[src/rtl/uart_pkg.sv]
// Shared UART types, the default oversampling ratio and a parity helper.
// The receiver and the planned configurable transmitter both use this package.
package uart_pkg;

  localparam int unsigned OVS_DEF = 16;

  typedef enum logic [1:0] {
    PAR_NONE = 2'd0,
    PAR_EVEN = 2'd1,
    PAR_ODD  = 2'd2
  } parity_t;

  typedef enum logic [2:0] {
    ST_IDLE,
    ST_START,
    ST_DATA,
    ST_PARITY,
    ST_STOP,
    ST_BRK_WAIT
  } rx_state_t;

  // XOR of the low nbits bits of data
  function automatic logic parity_of(input logic [7:0] data, input logic [3:0] nbits);
    logic p;
    p = 1'b0;
    for (int unsigned i = 0; i < 8; i++) begin
      if (i < 32'(nbits)) p ^= data[i];
    end
    return p;
  endfunction

  function automatic parity_t decode_parity(input logic [1:0] mode);
    case (mode)
      2'd1:    return PAR_EVEN;
      2'd2:    return PAR_ODD;
      default: return PAR_NONE;
    endcase
  endfunction

endpackage

[src/rtl/uart_rx_cfg_if.sv]
// Received-word handshake between the UART receiver and the command decoder.
interface uart_rx_cfg_if;
  logic [7:0] rx_data;
  logic       rx_perr;
  logic       rx_valid;
  logic       rx_ready;

  modport master (output rx_data, output rx_perr, output rx_valid, input rx_ready);
  modport slave  (input rx_data, input rx_perr, input rx_valid, output rx_ready);
endinterface

[src/rtl/uart_os_tick.sv]
// Oversample tick generator: baud divisor down-counter plus a phase counter.
// The divisor is captured on restart so it stays fixed for a whole frame.
module uart_os_tick
  import uart_pkg::*;
#(
  parameter int unsigned OVS   = OVS_DEF,
  parameter int unsigned DIV_W = 16
) (
  input  logic                     clk,
  input  logic                     anrst,
  input  logic                     restart_i,
  input  logic [DIV_W-1:0]         div_i,
  output logic                     tick_o,
  output logic [$clog2(OVS)-1:0]   phase_o,
  output logic                     sample_strobe_o
);

  localparam int unsigned PH_W = $clog2(OVS);
  localparam logic [PH_W-1:0] PH_LAST = PH_W'(OVS - 1);
  localparam logic [PH_W-1:0] PH_S0   = PH_W'(OVS / 2 - 1);
  localparam logic [PH_W-1:0] PH_S1   = PH_W'(OVS / 2);
  localparam logic [PH_W-1:0] PH_S2   = PH_W'(OVS / 2 + 1);

  logic [DIV_W-1:0] reload_q, cnt_q, div_m1;
  logic [PH_W-1:0]  phase_q;

  // A divisor of 0 behaves like 1
  assign div_m1 = (div_i == '0) ? '0 : div_i - DIV_W'(1);

  assign tick_o          = (cnt_q == '0) && !restart_i;
  assign phase_o         = phase_q;
  assign sample_strobe_o = tick_o && (phase_q == PH_S0 || phase_q == PH_S1 || phase_q == PH_S2);

  always_ff @(posedge clk or negedge anrst) begin
    if (!anrst) begin
      reload_q <= '0;
      cnt_q    <= '0;
      phase_q  <= '0;
    end else if (restart_i) begin
      reload_q <= div_m1;
      cnt_q    <= div_m1;
      phase_q  <= '0;
    end else if (cnt_q == '0) begin
      cnt_q   <= reload_q;
      phase_q <= (phase_q == PH_LAST) ? '0 : phase_q + PH_W'(1);
    end else begin
      cnt_q <= cnt_q - DIV_W'(1);
    end
  end

endmodule

[src/rtl/uart_rx_cfg.sv]
// Runtime-configurable UART receiver: 5-8 data bits, optional parity, 1/2 stop
// bits, 3-sample majority vote, break detection and a valid/ready output stage.
module uart_rx_cfg
  import uart_pkg::*;
#(
  parameter int unsigned OVS   = OVS_DEF,
  parameter int unsigned DIV_W = 16
) (
  input  logic             clk,
  input  logic             anrst,
  input  logic [DIV_W-1:0] baud_div,
  input  logic [1:0]       cfg_bits,
  input  logic [1:0]       cfg_parity,
  input  logic             cfg_stop2,
  input  logic             rxd,
  uart_rx_cfg_if.master    rx,
  output logic             rx_busy,
  output logic             frame_err,
  output logic             overrun_err,
  output logic             break_det
);

  localparam int unsigned PH_W = $clog2(OVS);
  localparam logic [PH_W-1:0] PH_S0 = PH_W'(OVS / 2 - 1);
  localparam logic [PH_W-1:0] PH_S1 = PH_W'(OVS / 2);
  localparam logic [PH_W-1:0] PH_S2 = PH_W'(OVS / 2 + 1);

  logic sync1_q, rxs_q, rxs_d1_q, fall;
  logic restart, tick, sample_strobe;
  logic [PH_W-1:0] phase;
  logic [1:0] smp_q;
  logic bit_q, vote_q;

  rx_state_t state_q, state_d;
  logic [1:0] bits_q, bits_d;
  parity_t    par_q, par_d;
  logic       stop2_q, stop2_d;
  logic [7:0] data_q, data_d;
  logic [2:0] idx_q, idx_d, last_idx;
  logic [3:0] nbits;
  logic       par_bit_q, par_bit_d, perr_q, perr_d, ferr_q, ferr_d;
  logic       stop_idx_q, stop_idx_d, stop_bad;
  logic [7:0] out_data_q, out_data_d;
  logic       out_perr_q, out_perr_d, out_valid_q, out_valid_d;
  logic       ferr_pls_q, ferr_pls_d, ovr_pls_q, ovr_pls_d, brk_pls_q, brk_pls_d;

  always_ff @(posedge clk or negedge anrst) begin
    if (!anrst) begin
      sync1_q  <= 1'b1;
      rxs_q    <= 1'b1;
      rxs_d1_q <= 1'b1;
    end else begin
      sync1_q  <= rxd;
      rxs_q    <= sync1_q;
      rxs_d1_q <= rxs_q;
    end
  end

  assign fall = rxs_d1_q && !rxs_q;

  uart_os_tick #(.OVS(OVS), .DIV_W(DIV_W)) u_tick (
    .clk             (clk),
    .anrst           (anrst),
    .restart_i       (restart),
    .div_i           (baud_div),
    .tick_o          (tick),
    .phase_o         (phase),
    .sample_strobe_o (sample_strobe)
  );

  // The third sample is voted directly with the two stored ones; the result
  // and its strobe are registered so the FSM acts one clock later.
  always_ff @(posedge clk or negedge anrst) begin
    if (!anrst) begin
      smp_q  <= '0;
      bit_q  <= 1'b1;
      vote_q <= 1'b0;
    end else begin
      vote_q <= tick && (phase == PH_S2);
      if (sample_strobe) begin
        if (phase == PH_S0)      smp_q[0] <= rxs_q;
        else if (phase == PH_S1) smp_q[1] <= rxs_q;
        else bit_q <= (smp_q[0] & smp_q[1]) | (smp_q[0] & rxs_q) | (smp_q[1] & rxs_q);
      end
    end
  end

  assign last_idx = {1'b0, bits_q} + 3'd4;
  assign nbits    = {2'b00, bits_q} + 4'd5;

  always_comb begin
    state_d     = state_q;
    bits_d      = bits_q;
    par_d       = par_q;
    stop2_d     = stop2_q;
    data_d      = data_q;
    idx_d       = idx_q;
    par_bit_d   = par_bit_q;
    perr_d      = perr_q;
    ferr_d      = ferr_q;
    stop_idx_d  = stop_idx_q;
    out_data_d  = out_data_q;
    out_perr_d  = out_perr_q;
    out_valid_d = out_valid_q && !rx.rx_ready;
    ferr_pls_d  = 1'b0;
    ovr_pls_d   = 1'b0;
    brk_pls_d   = 1'b0;
    restart     = 1'b0;
    stop_bad    = 1'b0;
    case (state_q)
      ST_IDLE: if (fall) begin
        restart    = 1'b1;
        state_d    = ST_START;
        bits_d     = cfg_bits;
        par_d      = decode_parity(cfg_parity);
        stop2_d    = cfg_stop2;
        data_d     = '0;
        idx_d      = '0;
        par_bit_d  = 1'b0;
        perr_d     = 1'b0;
        ferr_d     = 1'b0;
        stop_idx_d = 1'b0;
      end
      ST_START: if (vote_q) state_d = bit_q ? ST_IDLE : ST_DATA;
      ST_DATA: if (vote_q) begin
        data_d[idx_q] = bit_q;
        if (idx_q == last_idx) state_d = (par_q == PAR_NONE) ? ST_STOP : ST_PARITY;
        else                   idx_d   = idx_q + 3'd1;
      end
      ST_PARITY: if (vote_q) begin
        par_bit_d = bit_q;
        perr_d    = bit_q ^ parity_of(data_q, nbits) ^ (par_q == PAR_ODD);
        state_d   = ST_STOP;
      end
      ST_STOP: if (vote_q) begin
        if (!stop_idx_q && !bit_q && data_q == '0 && !par_bit_q) begin
          brk_pls_d = 1'b1;
          state_d   = ST_BRK_WAIT;
        end else begin
          stop_bad = ferr_q | ~bit_q;
          if (stop2_q && !stop_idx_q) begin
            stop_idx_d = 1'b1;
            ferr_d     = stop_bad;
          end else begin
            state_d    = ST_IDLE;
            ferr_pls_d = stop_bad;
            if (out_valid_q && !rx.rx_ready) begin
              ovr_pls_d = 1'b1;
            end else begin
              out_data_d  = data_q;
              out_perr_d  = perr_q;
              out_valid_d = 1'b1;
            end
          end
        end
      end
      ST_BRK_WAIT: if (rxs_q) state_d = ST_IDLE;
      default: state_d = ST_IDLE;
    endcase
  end

  always_ff @(posedge clk or negedge anrst) begin
    if (!anrst) begin
      state_q     <= ST_IDLE;
      bits_q      <= '0;
      par_q       <= PAR_NONE;
      stop2_q     <= 1'b0;
      data_q      <= '0;
      idx_q       <= '0;
      par_bit_q   <= 1'b0;
      perr_q      <= 1'b0;
      ferr_q      <= 1'b0;
      stop_idx_q  <= 1'b0;
      out_data_q  <= '0;
      out_perr_q  <= 1'b0;
      out_valid_q <= 1'b0;
      ferr_pls_q  <= 1'b0;
      ovr_pls_q   <= 1'b0;
      brk_pls_q   <= 1'b0;
    end else begin
      state_q     <= state_d;
      bits_q      <= bits_d;
      par_q       <= par_d;
      stop2_q     <= stop2_d;
      data_q      <= data_d;
      idx_q       <= idx_d;
      par_bit_q   <= par_bit_d;
      perr_q      <= perr_d;
      ferr_q      <= ferr_d;
      stop_idx_q  <= stop_idx_d;
      out_data_q  <= out_data_d;
      out_perr_q  <= out_perr_d;
      out_valid_q <= out_valid_d;
      ferr_pls_q  <= ferr_pls_d;
      ovr_pls_q   <= ovr_pls_d;
      brk_pls_q   <= brk_pls_d;
    end
  end

  assign rx.rx_data  = out_data_q;
  assign rx.rx_perr  = out_perr_q;
  assign rx.rx_valid = out_valid_q;
  assign rx_busy     = !(state_q == ST_IDLE || state_q == ST_BRK_WAIT);
  assign frame_err   = ferr_pls_q;
  assign overrun_err = ovr_pls_q;
  assign break_det   = brk_pls_q;

endmodule

[src/flat_wrapper.sv]
// flat-port wrapper written by rule: the top's interface ports become plain ports
module uart_rx_cfg_flat import uart_pkg::*;
#(
  parameter int unsigned OVS   = OVS_DEF,
  parameter int unsigned DIV_W = 16
)
  (clk, anrst, baud_div, cfg_bits, cfg_parity, cfg_stop2, rxd, rx_busy, frame_err, overrun_err, break_det, rx_rx_data, rx_rx_perr, rx_rx_valid, rx_rx_ready);
  uart_rx_cfg_if rx_i ();
  input  logic clk;
  input  logic anrst;
  input  logic [DIV_W-1:0] baud_div;
  input  logic [1:0] cfg_bits;
  input  logic [1:0] cfg_parity;
  input  logic cfg_stop2;
  input  logic rxd;
  output logic rx_busy;
  output logic frame_err;
  output logic overrun_err;
  output logic break_det;
  output wire logic [$bits(rx_i.rx_data)-1:0] rx_rx_data;
  output wire logic [$bits(rx_i.rx_perr)-1:0] rx_rx_perr;
  output wire logic [$bits(rx_i.rx_valid)-1:0] rx_rx_valid;
  input wire logic [$bits(rx_i.rx_ready)-1:0] rx_rx_ready;
  assign rx_rx_data = rx_i.rx_data;
  assign rx_rx_perr = rx_i.rx_perr;
  assign rx_rx_valid = rx_i.rx_valid;
  assign rx_i.rx_ready = rx_rx_ready;
  uart_rx_cfg #(.OVS(OVS), .DIV_W(DIV_W)) u_core (.clk(clk), .anrst(anrst), .baud_div(baud_div), .cfg_bits(cfg_bits), .cfg_parity(cfg_parity), .cfg_stop2(cfg_stop2), .rxd(rxd), .rx(rx_i), .rx_busy(rx_busy), .frame_err(frame_err), .overrun_err(overrun_err), .break_det(break_det));
endmodule
[config.mk]
export PLATFORM = sky130hd
export DESIGN_NAME = uart_rx_cfg_flat
export DESIGN_NICKNAME = d
export VERILOG_FILES = /design/src/rtl/uart_pkg.sv /design/src/rtl/uart_rx_cfg_if.sv /design/src/rtl/uart_os_tick.sv /design/src/rtl/uart_rx_cfg.sv /design/src/flat_wrapper.sv
export SDC_FILE = /design/constraint.sdc
export NUM_CORES = 1
export LEC_CHECK = 0
export ABC_AREA = 1
export BUFFER_PORTS_ARGS = -buffer_cell sky130_fd_sc_hd__buf_2
export CAP_MARGIN = 10
export CORE_MARGIN = 2
export CORE_UTILIZATION = 60
export DETAILED_ROUTE_END_ITERATION = 8
export PLACE_DENSITY = 0.91
export REMOVE_ABC_BUFFERS = 1
export SLEW_MARGIN = 25
export SYNTH_ARGS = -nofsm -noshare
export SYNTH_HDL_FRONTEND = slang
export SYNTH_SLANG_ARGS = --single-unit
[constraint.sdc]
create_clock -name clk -period 1.95 [get_ports clk]
set_input_delay 0.195 -clock clk [delete_from_list [all_inputs] [get_ports clk]]
set_output_delay 0.195 -clock clk [all_outputs]
set_load 0.01 [all_outputs]
# Yosys cells after proc, flatten, opt, wreduce, memory -nomap -nowiden
# Index checks and enable logic that the tools add are counted.
# Widths: inputs -> output; s select.
[word_totals]
ff_bits = 79
out_inout_bits = 14
elab_cells = 210
[classes]
add_sub_neg = 6
order_cmp = 10
n_eq_ne = 24
mux = 84
n_bitwise = 21
n_reduce_logical = 39
[op_table]
columns = ["op", "count"]
rows = [
  ["$mux 1", 52],
  ["$mux 16", 3],
  ["$mux 3", 13],
  ["$logic_not 16->1", 2],
  ["$sub 16x1->16 const B", 2],
  ["$pmux 3 s6", 1],
  ["$lt 3x4->1 const A", 4],
  ["$mux 8", 2],
  ["$ne 2x1->1 const B", 8],
  ["$pmux 8 s2", 1],
  ["$eq 4x4->1 const B", 3],
  ["$mux 4", 3],
  ["$reduce_and 3->1", 4],
  ["$logic_and 1x1->1", 10],
  ["$reduce_and 5->1", 2],
  ["$xor 1x1->1", 9],
  ["$bwmux 8", 1],
  ["$logic_not 8->1", 1],
  ["$lt 1x4->1 const A", 2],
  ["$lt 2x4->1 const A", 2],
  ["$pmux 1 s2", 4],
  ["$reduce_and 8->1", 1],
  ["$reduce_bool 2->1", 4],
  ["$logic_not 1->1", 7],
  ["other kinds (27)", 43],
]

# Longest topological paths before layout
# Gate-level depths: netlist of run 1.
[logic_depth]
ltp_word = 37
mapped_depth = 13
depth_no_buf = 13

# By module
# Synthesis of run 1 repeated with hierarchy kept, for this count alone.
[hier_totals]
hier_cells = 639
hier_area_um2 = 4730.8
[modules_own_cells]
columns = ["module", "instances", "cells_each", "area_each_um2"]
rows = [
  ["uart_os_tick", 1, 331, 2436.1],
  ["uart_rx_cfg", 1, 308, 2294.7],
]

# Worst setup path after synthesis of run 1
# No wires, ideal clock.
[synth_path]
path_kind = "register -> register"
startpoint = "register u_core.u_tick.cnt_q[0]"
endpoint = "register u_core.u_tick.cnt_q[10]"
t_arrival_ns = 1.401
slack_ns = 0.427
stages_incl_launch_ff = 9
path_buffers = 0
synth_period_minus_slack_ns = 1.523
cell_sequence = "dfrtp_1 inv_1 ha_1 nand3_1 nor3_1 nand3_1 xor2_1 nand2_1 nand3_2"
[synth_via]
elab_chain_len = 3
[synth_rtl]
columns = ["item", "line", "source"]
rows = [
  ["start: declaration", "uart_os_tick.sv:24", "logic [DIV_W-1:0] reload_q, cnt_q, div_m1;"],
  ["start signal: assignment", "uart_os_tick.sv:41", "cnt_q <= div_m1;"],
  ["start signal: assignment", "uart_os_tick.sv:44", "cnt_q <= reload_q;"],
  ["start signal: assignment", "uart_os_tick.sv:47", "cnt_q <= cnt_q - DIV_W'(1);"],
  ["$sub 16x1->16 or $logic_not 16->1 (tied branches)", "uart_os_tick.sv:47, uart_os_tick.sv:43", ""],
  ["$mux 16 (*)", "uart_os_tick.sv:43", "end else if (cnt_q == '0) begin"],
  ["$mux 16 (*)", "uart_os_tick.sv:39", "end else if (restart_i) begin"],
]
# Mark *: on every way between the ends. The rest lies on a longest branch, timed or not.
# A chain may end at the register's enable or synchronous reset.

# Worst setup path in the final report of run 1
[layout_path]
startpoint = "register u_core.state_q[2]"
endpoint = "register u_core.out_data_q[7] (netlist: u_core.rx.rx_data[7])"
[layout_via]
elab_chain_len = 2
[layout_rtl]
columns = ["item", "line", "source"]
rows = [
  ["start: declaration", "uart_rx_cfg.sv:34", "rx_state_t state_q, state_d;"],
  ["start signal: assignment", "uart_rx_cfg.sv:181", "state_q <= state_d;"],
  ["$eq 3x3->1", "uart_rx_cfg.sv:110", "case (state_q)"],
  ["$reduce_and 5->1 (no line)", "-", ""],
  ["end signal: assignment", "uart_rx_cfg.sv:191", "out_data_q <= out_data_d;"],
  ["end: declaration", "uart_rx_cfg.sv:43", "logic [7:0] out_data_q, out_data_d;"],
]
# Every way passes these cells.

==> results.ini, run 1 <==
[status]
status = finished, final reports clean

[cts]
cts_tree = done
clkTransAtPathRegs_ns = 0.09
h-tree-depth = 3
cts-root-buf = clkbuf_8
clk_latency_ns = 0.36
clock-sinks = 79
clockBufferDepth = 2
hold_buffers = 2
cts-resized-gates = 0
numCtsBuffers = 9
post-cts-setup-buffer-count = 0

[grt]
gr-total-overflow = 0
grt_pass1_vias = 4133
grt_usage = 0.258
grt_pass1_wl_um = 17500
grt_max_degree = 43
antenna_found_initial = 0

[drt]
ant_nets = 0
drc = 0
post_drt_wl_per_cell_um = 13.5
vias = 4147
wl_um = 10100
viasPerCell = 5.51
drt_first_pass_iters = 5
drt_iter0_drc = 263

[cells_and_area]
area_growth_pct = 11.1
final_cell_mix = nand2_1 (159), dfrtp_1 (75), inv_1 (74), nand3_1 (44), nor2_1 (41)
fin_nets = 679
layout-drive-gt1-share = 0.206
nFillCells = 613
final_cells = 753
final_common_cell = nand2_1
antennaDiodeCount = 0
ff_latch_area_sq_mm = 0.00198
multiInputGateArea_sq_mm = 0.00229

[die]
start_util = 0.612
fp.dieH_um = 92.3
core.rowCount = 32
die_x_um = 92.3
core_area_sq_mm = 0.00765
die_area_sq_mm = 0.00853
top_level_ports = 39

[timing]
final_hold_viol_count = 0
finalSetupTns_ns = 0
rsz0062_at_grt = no
min_period_over_period = 0.918
setup_violations = 0
slew_headroom = 0.644
min_period_ns = 1.79
timing.fmax_mhz = 558
skew_ns = 0.0107
finalMaxSlewViolations = 0
worst_pin_slew_ns = 0.533

[synth]
synthCells = 599
synth_edf_count = 0
netlist_area_sq_mm = 0.00468
ys_seq_area_frac = 0.423
yosys_warnings = 0
ys_seq_elements = 79
synth.distinct_cells = 43
synthArstFlopShare = 1.00
synth_ff_type = dfrtp_1
avgSynthCellArea_sq_um = 7.82

[critical_path]
endpoint_kind = flop
cp-startpoint = u_core.state_q[2]
arrival_ns = 2.10
reg2regPathDepth = 6
worst-setup-path-type = reg2reg
crit_path_start_kind = flop
r2r_start = u_core.state_q[2]
cp_max_fo = 13
required_ns = 2.26

[run]
maxCapViolations = 0

[pwr]
p_leak_nw = 2.69
p_per_area_mw_per_mm2 = 1130
ir_worst_vdd_v = 0.000546

[min_path]
holdCritPathClass = in2reg
hold_start = cfg_parity[1]
whs_path_depth = 2

[placed_design]
gp_congestion = 0.902
dpl.hpwl_um = 7770
place_inst = 735
port_buffers = 38

-- flip-flops by register name (all words and copies together), names as in the netlist, 2 cells and up --
signal                  flops
u_core.par_q                2
u_core.smp_q                2
u_core.u_tick.cnt_q        16
u_core.state_q              3
u_core.rx.rx_data           8
u_core.u_tick.phase_o       4
u_core.idx_q                3
u_core.data_q               8
u_core.u_tick.reload_q     16
u_core.bits_q               2
-- layer usage --
layer  vias to the layer above  wire length (um)  global-route usage
met5                         -                 0                   0
met4                         0               235               0.126
met3                        26               542              0.0423
met2                       146              5320               0.474
met1                      1951              4040               0.288
li1                       2024                 -                   -
-- where the power goes --
group	switching [mW]	internal, mW
sequential	0.403	2.08
clock	0.608	0.659
combinational	1.38	0.770
total	2.39	3.51
-- cells in the mapped netlist (3+ instances only) --
cell	instances	share of area
a21oi_1	12	0.013
a22oi_1	4	0.0064
buf_4	4	0.0064
buf_6	3	0.0072
dfrtp_1	75	0.40
dfstp_2	4	0.022
ha_1	8	0.021
inv_1	74	0.059
inv_2	10	0.0080
nand2_1	159	0.13
nand2_2	15	0.020
nand2_4	3	0.0072
nand3_1	44	0.047
nand3_2	10	0.021
nand4_1	13	0.017
nor2_1	41	0.033
nor2_2	10	0.013
nor2_4	9	0.022
nor3_1	13	0.014
o21ai_0	22	0.024
o21ai_1	12	0.013
o22ai_1	8	0.011
xnor2_1	6	0.011
xor2_1	14	0.026
-- path summary, 6_finish.rpt --
kind                                             end  slack [ns]
min in group asynchronous       u_core.rx.rx_data[7]        0.34
max in group asynchronous             u_core.sync1_q        0.91
worst min-delay path                 u_core.par_q[0]        0.04
worst min register to register          u_core.rxs_q        0.36
worst max-delay path            u_core.rx.rx_data[7]        0.16
worst max register to register  u_core.rx.rx_data[7]        0.16
-- area by class of cell --
type                    count  area share
well taps                 102      0.0245
multi-input cells         423       0.440
flip-flops and latches     79       0.381
inverters                  86      0.0635
clock buffers              11      0.0291
clock inverters             5      0.0108
repair buffers             47      0.0510
-- worst max-delay path, cell delays in order, from the launching register on --
cell     delay, ns
dfrtp_1       0.59
nand2_1       0.20
inv_1         0.13
nand4_2       0.33
nor2_4        0.30
nand2_1       0.09
nand2_1       0.08
-- logic make-up after synthesis --
family | after synthesis | share of synthesized area
adders and majority gates | 8 | 0.0214
AOI/OAI and AO/OA | 71 | 0.0927
xor gates and xnor gates | 20 | 0.0374
DFF | 79 | 0.423
and+or+nand+nor | 324 | 0.337
buffers and inverters | 97 | 0.0879
-- stage by stage --
step | total power [mW] | hold WS (ns) | utilization | worst slack (ns) | instance area (sq um)
2_1_floorplan | 4.05 | -0.101 | - | 0.427 | 4600
3_3_place_gp | 4.48 | 0.202 | 0.650 | 0.268 | 4970
3_5_place_dp | 4.61 | 0.208 | 0.650 | 0.206 | 4970
4_1_cts | 5.89 | 0.0357 | 0.680 | 0.193 | 5200
5_1_grt | 6.33 | 0.0347 | 0.680 | 0.0177 | 5200
6_report | 5.90 | 0.0407 | 0.680 | 0.159 | 5200
Power figures use the tool's default switching activity.
==> inputs of run 2 (changes only) <==
- clock period: 1.95 -> 2.24 ns (I/O delays scaled with it)
==> results.ini, run 2 (same netlist as run 1, synthesis figures left out) <==
[timing]
holdWs_ns = 0.0867  ; +0.0460 ns
finalMaxSlewViolations = 0  ; unchanged
min_period_over_period = 0.822  ; -0.0960
timing.fmax_mhz = 543  ; -2.8%
skew_ns = 0.00778  ; -0.00293 ns
final_hold_viol_count = 0  ; unchanged
min_period_ns = 1.84  ; +0.0513 ns
rsz0062_at_grt = no
slew_headroom = 0.492  ; -0.152
setup_violations = 0  ; unchanged
worst_pin_slew_ns = 0.759  ; +0.226 ns
finalSetupTns_ns = 0  ; unchanged

[cells_and_area]
multiInputGateArea_sq_mm = 0.00229  ; unchanged
layout-drive-gt1-share = 0.197  ; -0.00894
postLayoutCoreUtil = 0.681  ; about the same
final_common_cell = nand2_1
antennaDiodeCount = 0  ; unchanged
reg_top3 = u_core.u_tick.cnt_q: 16 flops, u_core.u_tick.reload_q: 16 flops
fin_nets = 673  ; -0.88%
nFillCells = 614  ; +0.16%
ff_latch_area_sq_mm = 0.00198  ; unchanged
area_growth_pct = 11.2  ; about the same
final_cell_mix = nand2_1 (159), dfrtp_1 (75), inv_1 (74), nand3_1 (44), nor2_1 (41)

[grt]
grt_pass1_vias = 3929  ; -4.9%
grt_usage = 0.255  ; -0.00227
grt_pass1_wl_um = 17300  ; -1.1%
grt_max_degree = 80  ; +86%
antenna_found_initial = 0  ; unchanged
gr-total-overflow = 0  ; unchanged

[die]
die_x_um = 92.3  ; unchanged
start_util = 0.612  ; unchanged
core_area_sq_mm = 0.00765  ; unchanged
fp.dieH_um = 92.3  ; unchanged
die_area_sq_mm = 0.00853  ; unchanged
top_level_ports = 39  ; unchanged
core.rowCount = 32  ; unchanged

[drt]
drc = 0  ; unchanged
post_drt_wl_per_cell_um = 13.8  ; +2.2%
vias = 4130  ; -0.41%
viasPerCell = 5.53  ; +0.39%
wl_met3_um = 558  ; +3.0%
wl_um = 10300  ; +1.4%
wl_met1_um = 4200  ; +3.8%
ant_nets = 0  ; unchanged
drt_first_pass_iters = 4  ; -1
highest_layer = met4
wl_met2_um = 5310  ; -0.15%
drt_iter0_drc = 248  ; -5.7%

[cts]
clk_latency_ns = 0.36  ; about the same
numCtsBuffers = 9  ; unchanged
clkTransAtPathRegs_ns = 0.08  ; about the same
cts_tree = done
cts-resized-gates = 0  ; unchanged
clock-sinks = 79  ; unchanged
h-tree-depth = 3  ; unchanged
clockBufferDepth = 2  ; unchanged
cts-root-buf = clkbuf_8

[placed_design]
port_buffers = 38  ; unchanged
gp_congestion = 0.897  ; -0.62%
dpl.hpwl_um = 7400  ; -4.8%

[pwr]
p_per_area_mw_per_mm2 = 1020  ; -9.7%
p_leak_nw = 2.68  ; -0.26%
pwr-share-clk = 0.245  ; +0.030
p_seq_frac = 0.404  ; -0.017
p_sw_frac = 0.391  ; -0.0138
p_comb_frac = 0.352  ; -0.012
p_switching_mw = 2.09  ; -13%
ir_worst_vdd_v = 0.000396  ; -28%
internal_power_mw = 3.25  ; -7.5%

[min_path]
holdCritPathClass = in2reg

[critical_path]
required_ns = 2.53  ; +0.27 ns
crit_path_start_kind = flop
cp_max_fo = 22  ; +9
slowest_stage = dfrtp_1
endpoint_kind = flop
critPathBufInv = 1  ; unchanged
slowest_delay_ns = 0.57  ; -0.02 ns
crit_family = simple AND/OR/NAND/NOR gates
crit_path_cell_trace = nor2_2 -> nand2_4 -> clkinv_4 -> nor2_4 -> nand2_1 -> nand3_2
worst-setup-path-type = reg2reg
arrival_ns = 2.13  ; +0.03 ns

[status]
status = finished, final reports clean

[run]
maxCapViolations = 0  ; unchanged

-- run 2: cell count changes in the layout (fill, tap and decap cells not counted), sizes merged --
cell,previous run,this run
clkinv,4,2
clkinvlp,1,0
bufinv,1,3
buf,45,39
inv,85,86
-- run 2: metrics by stage --
step | setup slack, ns | std cells | total power [mW] | cell area [sq um]
final | 0.398 | 747 | 5.33 | 5210
after global routing | 0.222 | 747 | 5.69 | 5210
after CTS | 0.413 | 747 | 5.32 | 5210
after detailed placement | 0.440 | 729 | 3.99 | 4940
after global placement | 0.517 | 729 | 3.89 | 4940
after floorplan | 0.717 | 588 | 3.53 | 4600
-- run 2: timing repair --
action | CTS | global route
setup buffers | 0 | 0
setup endpoints to repair | 0 | 0
hold endpoints to repair | 76 | 0
hold buffers | 2 | 0
-- run 2: metal layers --
metal | global-route usage | vias to the layer above
met3 | 0.0496 | 20
met2 | 0.465 | 146
li1 | - | 2008
met4 | 0.0958 | 0
met5 | 0 | -
met1 | 0.297 | 1956
-- run 2: area by class of cell --
| type | count | share of cell area |
|---|---|---|
| Sequential cell | 79 | 0.381 |
| Clock buffer | 11 | 0.0272 |
| Timing Repair Buffer | 41 | 0.0447 |
| Tap cell | 102 | 0.0245 |
| Multi-Input combinational cell | 423 | 0.440 |
| Inverter | 86 | 0.0634 |
| Clock inverter | 5 | 0.0199 |
-- run 2: power groups by stage --
| stage | clock network, mW | logic (mW) | registers (mW) |
|---|---|---|---|
| 6_report | 1.31 | 1.87 | 2.15 |
| 5_1_grt | 1.37 | 2.12 | 2.20 |
| 4_1_cts | 1.31 | 1.87 | 2.14 |
| 3_5_place_dp | 0 | 1.83 | 2.16 |
| 3_3_place_gp | 0 | 1.75 | 2.14 |
| 2_1_floorplan | 0 | 1.45 | 2.08 |
-- run 2: worst paths after layout --
path	from	endpoint	slack, ns	cells past startpoint
setup / recovery	u_core.state_q[2]	u_core.u_tick.cnt_q[0]	0.40	6
hold / removal	cfg_stop2	u_core.stop2_q	0.09	3
setup reg to reg	u_core.state_q[2]	u_core.u_tick.cnt_q[0]	0.40	6
hold reg to reg	u_core.sync1_q	u_core.rxs_q	0.37	0
max in group asynchronous	anrst	u_core.rxs_d1_q	1.46	3
min in group asynchronous	anrst	u_core.rx.rx_data[7]	0.41	3
-- run 2: worst register-to-register path, stage by stage (launching register included) --
cell	delay, ns
dfrtp_1	0.57
nor2_2	0.12
nand2_4	0.25
clkinv_4	0.23
nor2_4	0.37
nand2_1	0.14
nand3_2	0.10
==> inputs of run 3 (changes only) <==
- ABC_AREA: 1 -> 0
- clock period: 2.24 -> 1.8 ns (I/O delays scaled with it)
==> results.ini, run 3 <==
[placed_design]
dpl.hpwl_um = 7410  ; +0.14%
port_buffers = 38  ; unchanged
placed_area_sq_mm = 0.00505  ; +2.2%
gp_congestion = 0.891  ; -0.60%

[cts]
h-tree-depth = 3  ; unchanged
clockBufferDepth = 2  ; unchanged
cts_tree = done
clock-sinks = 79  ; unchanged
numCtsBuffers = 9  ; unchanged
clkTransAtPathRegs_ns = 0.08  ; about the same
cts-root-buf = clkbuf_8
clk_latency_ns = 0.35  ; about the same

[cells_and_area]
nFillCells = 411  ; -33%
reg_top3 = u_core.u_tick.cnt_q: 16 flops, u_core.u_tick.reload_q: 16 flops
antennaDiodeCount = 0  ; unchanged
final_area_sq_mm = 0.00548  ; +5.3%
final_cell_mix = dfrtp_1 (75), buf_4 (68), nand2_1 (49), nor2_1 (39), buf_2 (37)
final_common_cell = dfrtp_1
postLayoutCoreUtil = 0.803  ; +0.122
layout-drive-gt1-share = 0.326  ; +0.129
fin_nets = 592  ; -12%
area_growth_pct = 28.4

[min_path]
whs_path_depth = 3  ; unchanged
min_to = u_core.bits_q[1]
holdCritPathClass = in2reg
hold_start = cfg_bits[1]

[synth]
synth_edf_count = 0  ; unchanged
yosys_warnings = 0  ; unchanged
ys_seq_elements = 79  ; unchanged
synth_commonest_cells = dfrtp_1 (75), nand2_1 (51), nor2_1 (43)
synth_top_area_frac = 0.439  ; +0.0385
avgSynthCellArea_sq_um = 9.43  ; +21%
synth_ff_type = dfrtp_1
netlist_area_sq_mm = 0.00427  ; -8.8%
yosys.area.top_type = dfrtp_1
yosysMostFrequentCell = dfrtp_1
synthTopCellsByArea = dfrtp_1 (44%), o21ai_0 (4.9%), nand2_1 (4.5%)
synthArstFlopShare = 1.00  ; unchanged
synthCells = 453  ; -24%
synth.distinct_cells = 57  ; +33%
ys_seq_area_frac = 0.464  ; +0.0407

[pwr]
internal_power_mw = 4.18  ; +29%
p_leak_nw = 2.55  ; -4.9%
p_switching_mw = 2.40  ; +15%
fin_total_pwr_mw = 6.58  ; +23%
p_comb_frac = 0.411  ; +0.059
p_per_area_mw_per_mm2 = 1200  ; +17%
p_seq_frac = 0.398  ; -0.006
ir_worst_vdd_v = 0.000746  ; +88%
pwr-share-clk = 0.191  ; -0.054
p_sw_frac = 0.364  ; -0.0268

[die]
die_x_um = 88.4  ; -4.3%
fp.dieH_um = 88.4  ; -4.3%
top_level_ports = 39  ; unchanged
die_area_sq_mm = 0.00781  ; -8.4%
core_area_sq_mm = 0.00683  ; -11%
core.rowCount = 30  ; -6.3%
start_util = 0.625  ; +0.0130

[timing]
final.setup.worst_slack_ns = -0.331  ; -0.729 ns
timing.fmax_mhz = 469  ; -14%
skew_ns = 0.0116  ; +0.00381 ns
final_hold_viol_count = 0  ; unchanged
min_period_ns = 2.13  ; +0.289 ns
rsz0062_at_grt = yes
worst_pin_slew_ns = 0.474  ; -0.286 ns
setup_violations = 36  ; +36
min_period_over_period = 1.18  ; +0.361
slew_headroom = 0.681  ; +0.189
finalMaxSlewViolations = 0  ; unchanged

[grt]
grt_max_degree = 38  ; -53%
grt_pass1_vias = 3826  ; -2.6%
antenna_found_initial = 0  ; unchanged
grt_usage = 0.287  ; +0.0312
grt_pass1_wl_um = 17200  ; -0.80%
gr-total-overflow = 0  ; unchanged

[drt]
drt_first_pass_iters = 8  ; +4
drt_iter0_drc = 304  ; +23%
wl_um = 11100  ; +7.7%
post_drt_wl_per_cell_um = 16.8  ; +22%
viasPerCell = 5.99  ; +8.4%
vias = 3954  ; -4.3%
ant_nets = 0  ; unchanged
drc = 0  ; unchanged

[critical_path]
crit_path_start_kind = flop
reg2regPathDepth = 6  ; unchanged
worst-setup-path-type = reg2reg
required_ns = 2.04  ; -0.49 ns
r2r_start = u_core.u_tick.cnt_q[7]
cp_max_fo = 4  ; -82%
arrival_ns = 2.37  ; +0.24 ns
rrSetupSlack_ns = -0.33  ; -0.73 ns
r2r-end = u_core.smp_q[1]
endpoint_kind = flop

[run]
maxCapViolations = 0  ; unchanged

[status]
violations = negative setup slack
status = finished with violations

run 3: layout make-up:
cell class / instances / area (sq um) / area share
clock buffers: 12 / 135 / 0.0246
clock inverters: 4 / 47.5 / 0.00867
inverters: 14 / 52.6 / 0.00958
repair buffers: 116 / 843 / 0.154
flip-flops and latches: 79 / 1980 / 0.361
multi-input cells: 339 / 2300 / 0.420
well taps: 96 / 120 / 0.0219
run 3: what timing repair did:
action | in CTS | in global routing
setup endpoints to repair | 72 | 63
gates cloned | 1 | 0
gates resized for setup | 24 | 30
setup buffers | 2 | 1
hold endpoints to repair | 24 | 0
pin swaps | 5 | 12
hold buffers | 2 | 0
run 3: power groups by stage:
stage / Clock (mW) / Combinational [mW] / Sequential [mW]
2_1_floorplan: 0 / 1.30 / 2.70
3_3_place_gp: 0 / 2.28 / 2.59
3_5_place_dp: 0 / 2.40 / 2.62
4_1_cts: 1.27 / 2.52 / 2.60
5_1_grt: 1.36 / 2.94 / 2.67
6_report: 1.26 / 2.70 / 2.62
run 3: through the flow:
step	instances	hold WS [ns]	setup TNS, ns	setup slack (ns)
floorplan	431	-0.116	-16.00	-0.538
global placement	638	0.0999	-7.83	-0.344
detailed placement	638	0.106	-11.18	-0.447
CTS	659	0.00672	-5.91	-0.286
global route	660	0.0174	-9.42	-0.416
finish	660	0.0166	-6.51	-0.331
run 3: worst max path at each step:
stage | startpoint | to | slack (ns) | cells after the start
global placement | u_core.data_q[0] | u_core.rx.rx_data[6] | -0.34 | 7
finish | u_core.u_tick.cnt_q[7] | u_core.smp_q[1] | -0.33 | 6
floorplan | u_core.u_tick.cnt_q[7] | u_core.smp_q[1] | -0.54 | 5
global route | u_core.u_tick.cnt_q[7] | u_core.smp_q[1] | -0.42 | 6
CTS | u_core.u_tick.cnt_q[7] | u_core.u_tick.cnt_q[6] | -0.29 | 6
detailed placement | u_core.data_q[0] | u_core.rx.rx_data[0] | -0.45 | 7
run 3: layer usage:
layer | global-route usage | share of wire | vias to the layer above
met5 | 0 | 0 | -
met4 | 0.146 | 0.041 | 0
met3 | 0.0476 | 0.056 | 42
met2 | 0.513 | 0.52 | 181
met1 | 0.330 | 0.38 | 1905
li1 | - | - | 1826
run 3: cell families after synthesis:
group	share of synthesized area
and+or+nand+nor	0.222
AOI/OAI and AO/OA	0.142
DFF	0.464
buffers and inverters	0.0349
xor gates and xnor gates	0.0627
muxes	0.0486
adders and majority gates	0.0258
run 3: worst max-delay path: stages (launching register included):
cell and delay, ns:
dfrtp_1 0.39, or4_4 0.57, nor4_4 0.23, and3_4 0.28
buf_12 0.11, nand4_1 0.10, mux2_1 0.33
